$ cat config.mk
export PLATFORM = sky130hd
export DESIGN_NAME = conv_sequencer
export DESIGN_NICKNAME = d
export VERILOG_FILES = /design/src/rtl/conv_sequencer.sv
export SDC_FILE = /design/constraint.sdc
export NUM_CORES = 1
export LEC_CHECK = 0
export CAP_MARGIN = 10
export CORE_MARGIN = 3
export CORE_UTILIZATION = 53
export DETAILED_ROUTE_END_ITERATION = 8
export HOLD_SLACK_MARGIN = 0.03
export PLACE_DENSITY = 0.77
export SLEW_MARGIN = 20
export SYNTH_ARGS = -nofsm -noshare
export SYNTH_HDL_FRONTEND = slang
export SYNTH_SLANG_ARGS = --single-unit
$ cat constraint.sdc
create_clock -name Clk -period 4.3 [get_ports Clk]
set_input_delay 0.86 -clock Clk [delete_from_list [all_inputs] [get_ports Clk]]
set_output_delay 0.86 -clock Clk [all_outputs]
set_load 0.02 [all_outputs]
$ cat src/rtl/conv_sequencer.sv
// Convolution initiator: holds a kernel and a pixel window, issues one row per multiply pass
// to the matrix accelerator, then requests the final accumulate and hands the sum to the host.
module conv_sequencer #(
  parameter int unsigned DATA_WIDTH     = 32,
  parameter int unsigned KERNEL_SIZE    = 3,
  parameter int unsigned REST_ADDR      = KERNEL_SIZE * KERNEL_SIZE,
  parameter int unsigned ADDR_WIDTH     = $clog2(REST_ADDR),
  parameter int unsigned TIMEOUT_CYCLES = 1024
) (
  input  logic                              Clk,
  input  logic                              Rst,
  input  logic                              wr_en,
  input  logic                              wr_sel,
  input  logic [ADDR_WIDTH-1:0]             wr_addr,
  input  logic [DATA_WIDTH-1:0]             wr_data,
  input  logic                              start,
  output logic                              busy,
  output logic [KERNEL_SIZE*DATA_WIDTH-1:0] multiplier_input,
  output logic [KERNEL_SIZE*DATA_WIDTH-1:0] multiplicand_input,
  output logic [KERNEL_SIZE-1:0]            mStart,
  input  logic [KERNEL_SIZE-1:0]            mReady,
  output logic                              finalAdd,
  input  logic [2*DATA_WIDTH-1:0]           finalAccumulate,
  input  logic                              finalReady,
  output logic [2*DATA_WIDTH-1:0]           result,
  output logic                              result_valid,
  input  logic                              result_ready,
  output logic                              error
);

  localparam int unsigned ROW_WIDTH = (KERNEL_SIZE > 1) ? $clog2(KERNEL_SIZE) : 1;
  localparam int unsigned TMO_WIDTH = (TIMEOUT_CYCLES > 1) ? $clog2(TIMEOUT_CYCLES) : 1;
  localparam int unsigned LANE_BITS = KERNEL_SIZE * DATA_WIDTH;

  typedef enum logic [2:0] {IDLE, ISSUE, WAIT_MUL, FINAL, WAIT_FINAL, DONE} state_t;

  state_t                  state, stateNext;
  logic [ROW_WIDTH-1:0]    row, rowNext;
  logic [KERNEL_SIZE-1:0]  mask, maskNext, mStartNext;
  logic [TMO_WIDTH-1:0]    tmo, tmoNext;
  logic                    errorNext, resultValidNext, finalAddNext, busyNext;
  logic [2*DATA_WIDTH-1:0] resultNext;
  logic [LANE_BITS-1:0]    mulNext, mcdNext;
  logic                    allReady, tmoExpired;

  logic [DATA_WIDTH-1:0] kernelMem [REST_ADDR];
  logic [DATA_WIDTH-1:0] windowMem [REST_ADDR];

  assign allReady   = &(mask | mReady);
  assign tmoExpired = (tmo == TMO_WIDTH'(TIMEOUT_CYCLES - 1));

  // Host load port; only honoured while idle and inside the bank.
  always_ff @(posedge Clk or negedge Rst) begin
    if (!Rst) begin
      for (int i = 0; i < REST_ADDR; i++) begin
        kernelMem[i] <= '0;
        windowMem[i] <= '0;
      end
    end else if (wr_en && (state == IDLE) && (32'(wr_addr) < REST_ADDR)) begin
      if (wr_sel) windowMem[wr_addr] <= wr_data;
      else        kernelMem[wr_addr] <= wr_data;
    end
  end

  always_ff @(posedge Clk or negedge Rst) begin
    if (!Rst) begin
      state              <= IDLE;
      row                <= '0;
      mask               <= '0;
      tmo                <= '0;
      busy               <= 1'b0;
      mStart             <= '0;
      finalAdd           <= 1'b0;
      multiplier_input   <= '0;
      multiplicand_input <= '0;
      result             <= '0;
      result_valid       <= 1'b0;
      error              <= 1'b0;
    end else begin
      state              <= stateNext;
      row                <= rowNext;
      mask               <= maskNext;
      tmo                <= tmoNext;
      busy               <= busyNext;
      mStart             <= mStartNext;
      finalAdd           <= finalAddNext;
      multiplier_input   <= mulNext;
      multiplicand_input <= mcdNext;
      result             <= resultNext;
      result_valid       <= resultValidNext;
      error              <= errorNext;
    end
  end

  always_comb begin
    stateNext       = state;
    rowNext         = row;
    maskNext        = mask;
    tmoNext         = tmo;
    errorNext       = error;
    resultNext      = result;
    resultValidNext = result_valid;
    case (state)
      IDLE: begin
        if (start) begin
          stateNext = ISSUE;
          rowNext   = '0;
          errorNext = 1'b0;
        end
      end
      ISSUE: begin
        maskNext  = '0;
        tmoNext   = '0;
        stateNext = WAIT_MUL;
      end
      WAIT_MUL: begin
        maskNext = mask | mReady;
        if (allReady) begin
          if (row == ROW_WIDTH'(KERNEL_SIZE - 1)) begin
            stateNext = FINAL;
          end else begin
            rowNext   = row + ROW_WIDTH'(1);
            stateNext = ISSUE;
          end
        end else if (tmoExpired) begin
          errorNext = 1'b1;
          stateNext = IDLE;
        end else begin
          tmoNext = tmo + TMO_WIDTH'(1);
        end
      end
      FINAL: begin
        tmoNext   = '0;
        stateNext = WAIT_FINAL;
      end
      WAIT_FINAL: begin
        if (finalReady) begin
          resultNext      = finalAccumulate;
          resultValidNext = 1'b1;
          stateNext       = DONE;
        end else if (tmoExpired) begin
          errorNext = 1'b1;
          stateNext = IDLE;
        end else begin
          tmoNext = tmo + TMO_WIDTH'(1);
        end
      end
      DONE: begin
        if (result_ready) begin
          resultValidNext = 1'b0;
          stateNext       = IDLE;
        end
      end
      default: stateNext = IDLE;
    endcase

    // Outputs are registered from the upcoming state so they line up with it.
    busyNext     = (stateNext != IDLE);
    mStartNext   = (stateNext == ISSUE) ? '1 : '0;
    finalAddNext = (stateNext == FINAL);
    mulNext      = '0;
    mcdNext      = '0;
    if (stateNext == WAIT_MUL) begin
      mulNext = multiplier_input;
      mcdNext = multiplicand_input;
    end else if (stateNext == ISSUE) begin
      for (int unsigned j = 0; j < KERNEL_SIZE; j++) begin
        mulNext[j*DATA_WIDTH +: DATA_WIDTH] =
          kernelMem[ADDR_WIDTH'(32'(rowNext) * KERNEL_SIZE + j)];
        mcdNext[j*DATA_WIDTH +: DATA_WIDTH] =
          windowMem[ADDR_WIDTH'(32'(rowNext) * KERNEL_SIZE + j)];
      end
    end
  end

endmodule

After elaboration in Yosys (flattened, before gate mapping)
Cells that the tools add are included.
Widths: inputs -> output; s select.
{"block": "totals", "regBits": 857, "in_bits": 110, "wordCells": 128}
{"block": "op_classes", "addsub": 4, "multipliers": 1, "n_lt_le_gt_ge": 6, "n_eq_ne": 15, "n_mux": 49, "n_bitwise": 6, "n_reduce_logical": 17}
{"op": "$bmux 32 s4", "count": 6}
{"op": "$bwmux 288", "count": 2}
{"op": "$mux 32", "count": 13}
{"op": "$mux 96", "count": 2}
{"op": "$demux 32 s4", "count": 1}
{"op": "$mux 10", "count": 3}
{"op": "$pmux 10 s3", "count": 1}
{"op": "$ge 5x5->1 const B", "count": 4}
{"op": "$not 4->5", "count": 4}
{"op": "$mux 3", "count": 6}
{"op": "$pmux 3 s6", "count": 1}
{"op": "$eq 3x2->1 const B", "count": 4}
{"op": "$add 10x1->10 const B", "count": 1}
{"op": "$eq 10x10->1 const B", "count": 1}
{"op": "$ne 2x2->1 const B", "count": 5}
{"op": "$reduce_and 3->1", "count": 3}
{"op": "$reduce_bool 3->1", "count": 3}
{"op": "$mux 2", "count": 4}
{"op": "$eq 3x1->1 const B", "count": 2}
{"op": "$eq 3x3->1 const B", "count": 2}
{"op": "$mux 1", "count": 6}
{"op": "$pmux 3 s2", "count": 1}
{"op": "$reduce_and 2->1", "count": 3}
{"op": "$lt 5x1->1 const B", "count": 1}
{"op": "16 further kinds", "count": 19}

Longest topological paths before layout
{"block": "logic_depth", "depth_word": 11, "depth_mapped": 15, "depth_no_buf": 9}

Worst setup path after synthesis
Ideal clock, no wire load.
{"block": "synth_timing", "path_kind": "input -> register", "startpoint": "in mReady[0]", "endpoint": "reg multiplier_input[63]", "setup_ns": 0.121, "arrival_time_ns": 4.147, "slack_ns": 0.032, "stages": 13, "path_buffers": 7, "path_cell_list": "o22ai_1 nor3b_4 mux2i_1 buf_2 buf_4 buf_4 ha_1 clkbuf_1 clkbuf_1 clkbuf_1 clkbuf_1 mux4_2 a22o_1"}
{"block": "synth_between", "elab_chain_cells": 11, "elab_cells_between_ends": 15, "classes_between": "add/sub (1); mul (1); eq/ne (2); mux (8); bitwise (2); reduce/logical (1)"}
{"element": "from (decl)", "line_no": "21", "source": "input logic [KERNEL_SIZE-1:0] mReady,"}
{"element": "$or 3x3->3 *", "line_no": "49", "source": "assign allReady = &(mask | mReady);"}
{"element": "$reduce_and 3->1 *", "line_no": "49"}
{"element": "$mux 2", "line_no": "118", "source": "if (allReady) begin"}
{"element": "$pmux 2 s2", "line_no": "103", "source": "case (state)"}
{"element": "$mul 2x2->4", "line_no": "169", "source": "kernelMem[ADDR_WIDTH'(32'(rowNext) * KERNEL_SIZE + j)];"}
{"element": "$add 4x1->4", "line_no": "169"}
{"element": "$not 4->5 (not written as such)", "line_no": "169"}
{"element": "$bmux 32 s4", "line_no": "169"}
{"element": "$mux 32 (not written as such) (2 in a row)", "line_no": "169"}
{"element": "$mux 96", "line_no": "166", "source": "end else if (stateNext == ISSUE) begin"}
{"element": "to (signal assigned)", "line_no": "87", "source": "multiplier_input <= mulNext;"}
{"element": "to (decl)", "line_no": "18", "source": "output logic [KERNEL_SIZE*DATA_WIDTH-1:0] multiplier_input,"}
Every way passes the cells marked *; elsewhere a longest branch is shown, timed or not. The select of a mux whose other input is x is not followed.
A chain may end at the register's enable or synchronous reset.

Final worst setup path
{"block": "layout_timing", "startpoint": "reg state[1]", "endpoint": "reg multiplier_input[70]"}
{"block": "layout_between", "elab_chain_cells": 9, "elab_cells_between_ends": 22, "classes_between": "add/sub (1); mul (1); eq/ne (7); mux (11); bitwise (1); reduce/logical (1)"}
{"element": "from (decl)", "line_no": "37", "source": "state_t state, stateNext;"}
{"element": "from (signal assigned)", "line_no": "80", "source": "state <= stateNext;"}
{"element": "$eq 3x2->1 or $logic_not 3->1 (tied branches)", "line_no": "103"}
{"element": "$pmux 2 s2", "line_no": "103"}
{"element": "$mul 2x2->4", "line_no": "169"}
{"element": "$add 4x2->4", "line_no": "169"}
{"element": "$not 4->5 (not written as such)", "line_no": "169"}
{"element": "$bmux 32 s4", "line_no": "169"}
{"element": "$mux 32 (not written as such) (2 in a row)", "line_no": "169"}
{"element": "$mux 96", "line_no": "166"}
Parallel ways exist; a longest one is shown, timed or not. The select of a mux whose other input is x is not followed.

==> implementation parameters <==
Parameter                              Value

Synthesis
  Top FF cell, synth    sky130_fd_sc_hd__dfrtp_1
  Synth cell types    48
  Number of nets in the synthesized netlist    2912
  Area contributors post-synth    sky130_fd_sc_hd__dfrtp_1 51%, sky130_fd_sc_hd__mux2_2 17%, sky130_fd_sc_hd__mux4_2 14%
  Cell type with the largest total area after synthesis    sky130_fd_sc_hd__dfrtp_1
  Count of flip-flops with a built-in enable after synthesis    0
  Synthesized netlist cell count    2795
  Commonest cells in the netlist    855 x sky130_fd_sc_hd__dfrtp_1, 640 x sky130_fd_sc_hd__mux2_2, 258 x sky130_fd_sc_hd__mux4_2
  Async set-reset flop share out of synthesis    100.0%
  Mean Syn Cell Area    14.91 um2
  Most repeated cell in the gate-level netlist after synthesis    sky130_fd_sc_hd__dfrtp_1
  Number of register bits inferred by synthesis    855
  Fraction of the yosys area taken by sequential cells    51.34%
  Yosys warnings    0
  Cell Area, Synth    41670 um2
  Top-area cell type share of the netlist area    51.34%

Setup path
  CP Max Fanout    29
  Chain of cells forming the critical path    nor3b_2, nor3b_4, mux2i_4, inv_8, ha_1, xnor2_1, nand4_1, buf_4, a221o_1, o21ai_0
  FF-to-FF Start    state[1]$_DFF_PN0_
  Worst setup EP type    flop
  Worst setup path startpoint    state[1]$_DFF_PN0_
  Crit path largest cell delay    490 ps
  Standard cell with the maximum stage delay on the critical path    sky130_fd_sc_hd__dfrtp_1
  CP Data Required Time    4850 ps
  Sort of element at the start of the critical path    flop
  Critical path buffers and inverters    2
  Cell family with most CP delay    simple AND/OR/NAND/NOR gates
  WP data arrival    4170 ps
  Type of the worst setup path    reg2reg

Placed design
  Placer's final routability congestion estimate    0.8414
  Buffers added on ports    372
  HPWL after DPL    75590 um

STA
  Worst-case clock skew    21.60 ps
  Worst Max-Slew Pin Slew    881.7 ps
  Post-Route Hold Slack    286.3 ps
  Fin crit period    3625 ps
  Total count of max-transition violations in the final report    0
  Setup Viol. Count Final    0
  Final hold viol count    0
  Total negative setup slack    0 ps
  Setup repair after global routing missed its margin    no
  Relative slew slack    41.22%
  Final clock period utilization by the worst path    84.30%
  Highest clock frequency the design can meet    275.9 MHz

Die
  Starting density of the core    53.62%
  Chip width    286.4 um
  Vertical die dimension    286.4 um
  Full die area    82030 um2
  Core region area    77720 um2
  IO Pins    373
  Number of standard-cell rows in the floorplan    102

Drt
  Wire length per cell    28.90 um
  Total Routed Length    121800 um
  Vias per std cell    6.647
  Total number of vias    28.02k
  Total DRC errors in the routed layout    0
  Routed wl met2    59640 um
  Number of routed nets with antenna violations    0
  Total iterations of the first detailed-routing run    5
  Highest signal layer in the routed design    met5
  Detailed route wirelength on metal3    9556 um
  First DRT Iteration DRCs    2308
  WL met1    48240 um

Pwr
  Power Density    707.1 nW/um2
  Cell leakage power    0.02243 uW
  Max rail drop VDD    523.0 uV

Global routing
  Largest net degree at the start of global routing    102
  Gr usage total    29.82%
  Vias in the first global route    29.83k
  Total congestion overflow    0
  Initial antenna violation count    5
  First-pass GRT wire length    186400 um

Clocking
  Post-CTS Setup Inserts    0
  Post-cts resize count    0
  Count of hold buffers inserted by post-cts repair    0
  Buffer cell driving the clock tree root    sky130_fd_sc_hd__clkbuf_16
  Clock tree from TritonCTS    yes
  Num Clock Sinks    855
  Maximum buffer depth of the clock tree    3
  Clock-pin slew on the worst setup and hold paths    60 ps
  Number of buffers created by CTS    91
  Worst skew pair latency    640 ps
  Total number of H-tree levels    3

Flow run
  Max cap viols    0

Worst hold path
  Type of the tightest min-delay check    in2async

Final layout
  Final core utilization    64.74%
  Area growth from synthesis to final layout    20.74%
  Layout cells sized above 1    37.42%
  Number of nets in the layout    3220

Run status
  Status    finished clean
## state kept, by name (all words and copies together), names as in the netlist
signal	count
result_valid	1
tmo	10
state	3
mask	3
multiplier_input	96
multiplicand_input	96
result	64
row	2
busy	1
finalAdd	1
windowMem	288
error	1
mStart	1
kernelMem	288
## final cells by class
| class | count | area (um2) |
|---|---|---|
| fillers | 5415 | 27400 |
| clock buffers | 132 | 2704 |
| clock inverters | 30 | 391.6 |
| diodes | 4 | 10.01 |
| multi-input cells | 1667 | 19250 |
| flip-flops and latches | 855 | 21400 |
| well taps | 1040 | 1301 |
| inverters | 8 | 37.54 |
| repair buffers | 480 | 5228 |
## cell usage in the layout (no fill, tap or decap), types with 64 or more instances in the layout
| cell type | count |
|---|---|
| sky130_fd_sc_hd__dfrtp_1 | 855 |
| sky130_fd_sc_hd__mux2_2 | 640 |
| sky130_fd_sc_hd__clkdlybuf4s50_1 | 371 |
| sky130_fd_sc_hd__mux4_2 | 258 |
| sky130_fd_sc_hd__mux2i_1 | 191 |
| sky130_fd_sc_hd__a32oi_1 | 127 |
| sky130_fd_sc_hd__o21ai_0 | 103 |
| sky130_fd_sc_hd__clkbuf_16 | 93 |
| sky130_fd_sc_hd__nor2b_1 | 67 |
| sky130_fd_sc_hd__a22o_1 | 64 |
## metrics by stage
| stage | total power (uW) | instances | area, um2 | setup slack (ps) |
|---|---|---|---|---|
| after floorplan | 21810 | 2795 | 41680 | 31.96 |
| after global placement | 26910 | 4050 | 47210 | 209.7 |
| after detailed placement | 27500 | 4050 | 47210 | 164.9 |
| after CTS | 35650 | 4212 | 50310 | 635.7 |
| after global routing | 37130 | 4213 | 50310 | 410.3 |
| final | 35580 | 4216 | 50320 | 674.9 |
## layer usage
layer  global-route usage (%)  vias to the layer above
met5                        0                        -
met4                    11.69                        2
met3                    6.291                      293
met2                    48.67                     1317
met1                    39.44                    14920
li1                         -                    11490
## worst reg2reg max path, delay by kind of cell, from the launching register on
family                     cells  cell delay [ps]
and+or+nand+nor                3             1120
DFF                            1              490
xor gates and xnor gates       1              230
adders and majority gates      1              240
AOI/OAI and AO/OA              2              510
buffers and inverters          2              470
muxes                          1              480
## cell families (layout without fill, tap and decap cells)
logic type | after synthesis | after routing | synth area share [%]
buf+inv | 273 | 650 | 2.891
xor+xnor | 9 | 9 | 0.1891
compound gates | 402 | 402 | 7.365
fa+ha+maj | 7 | 7 | 0.2102
other cells | 0 | 4 | 0
mux | 1090 | 1090 | 35.85
simple gates | 159 | 159 | 2.159
flops | 855 | 855 | 51.34
## where the power goes
group / internal (uW) / switching (uW)
Combinational: 7440 / 7420
Clock: 4840 / 3230
Sequential: 10500 / 2150
Total: 22800 / 12800
## path summary, 6_finish.rpt
kind / endpoint / slack [ps] / cells after the start
max: multiplier_input[70]$_DFFE_PN0P_ / 670 / 10
min: result[38]$_DFFE_PN0P_ / 290 / 1
max reg2reg: multiplier_input[70]$_DFFE_PN0P_ / 670 / 10
min reg2reg: multiplicand_input[2]$_DFFE_PN0P_ / 500 / 2
max in group asynchronous: windowMem[62]$_DFFE_PN0P_ / 2880 / 2
min in group Clk: multiplicand_input[2]$_DFFE_PN0P_ / 500 / 2
Power figures use the tool's default switching activity.
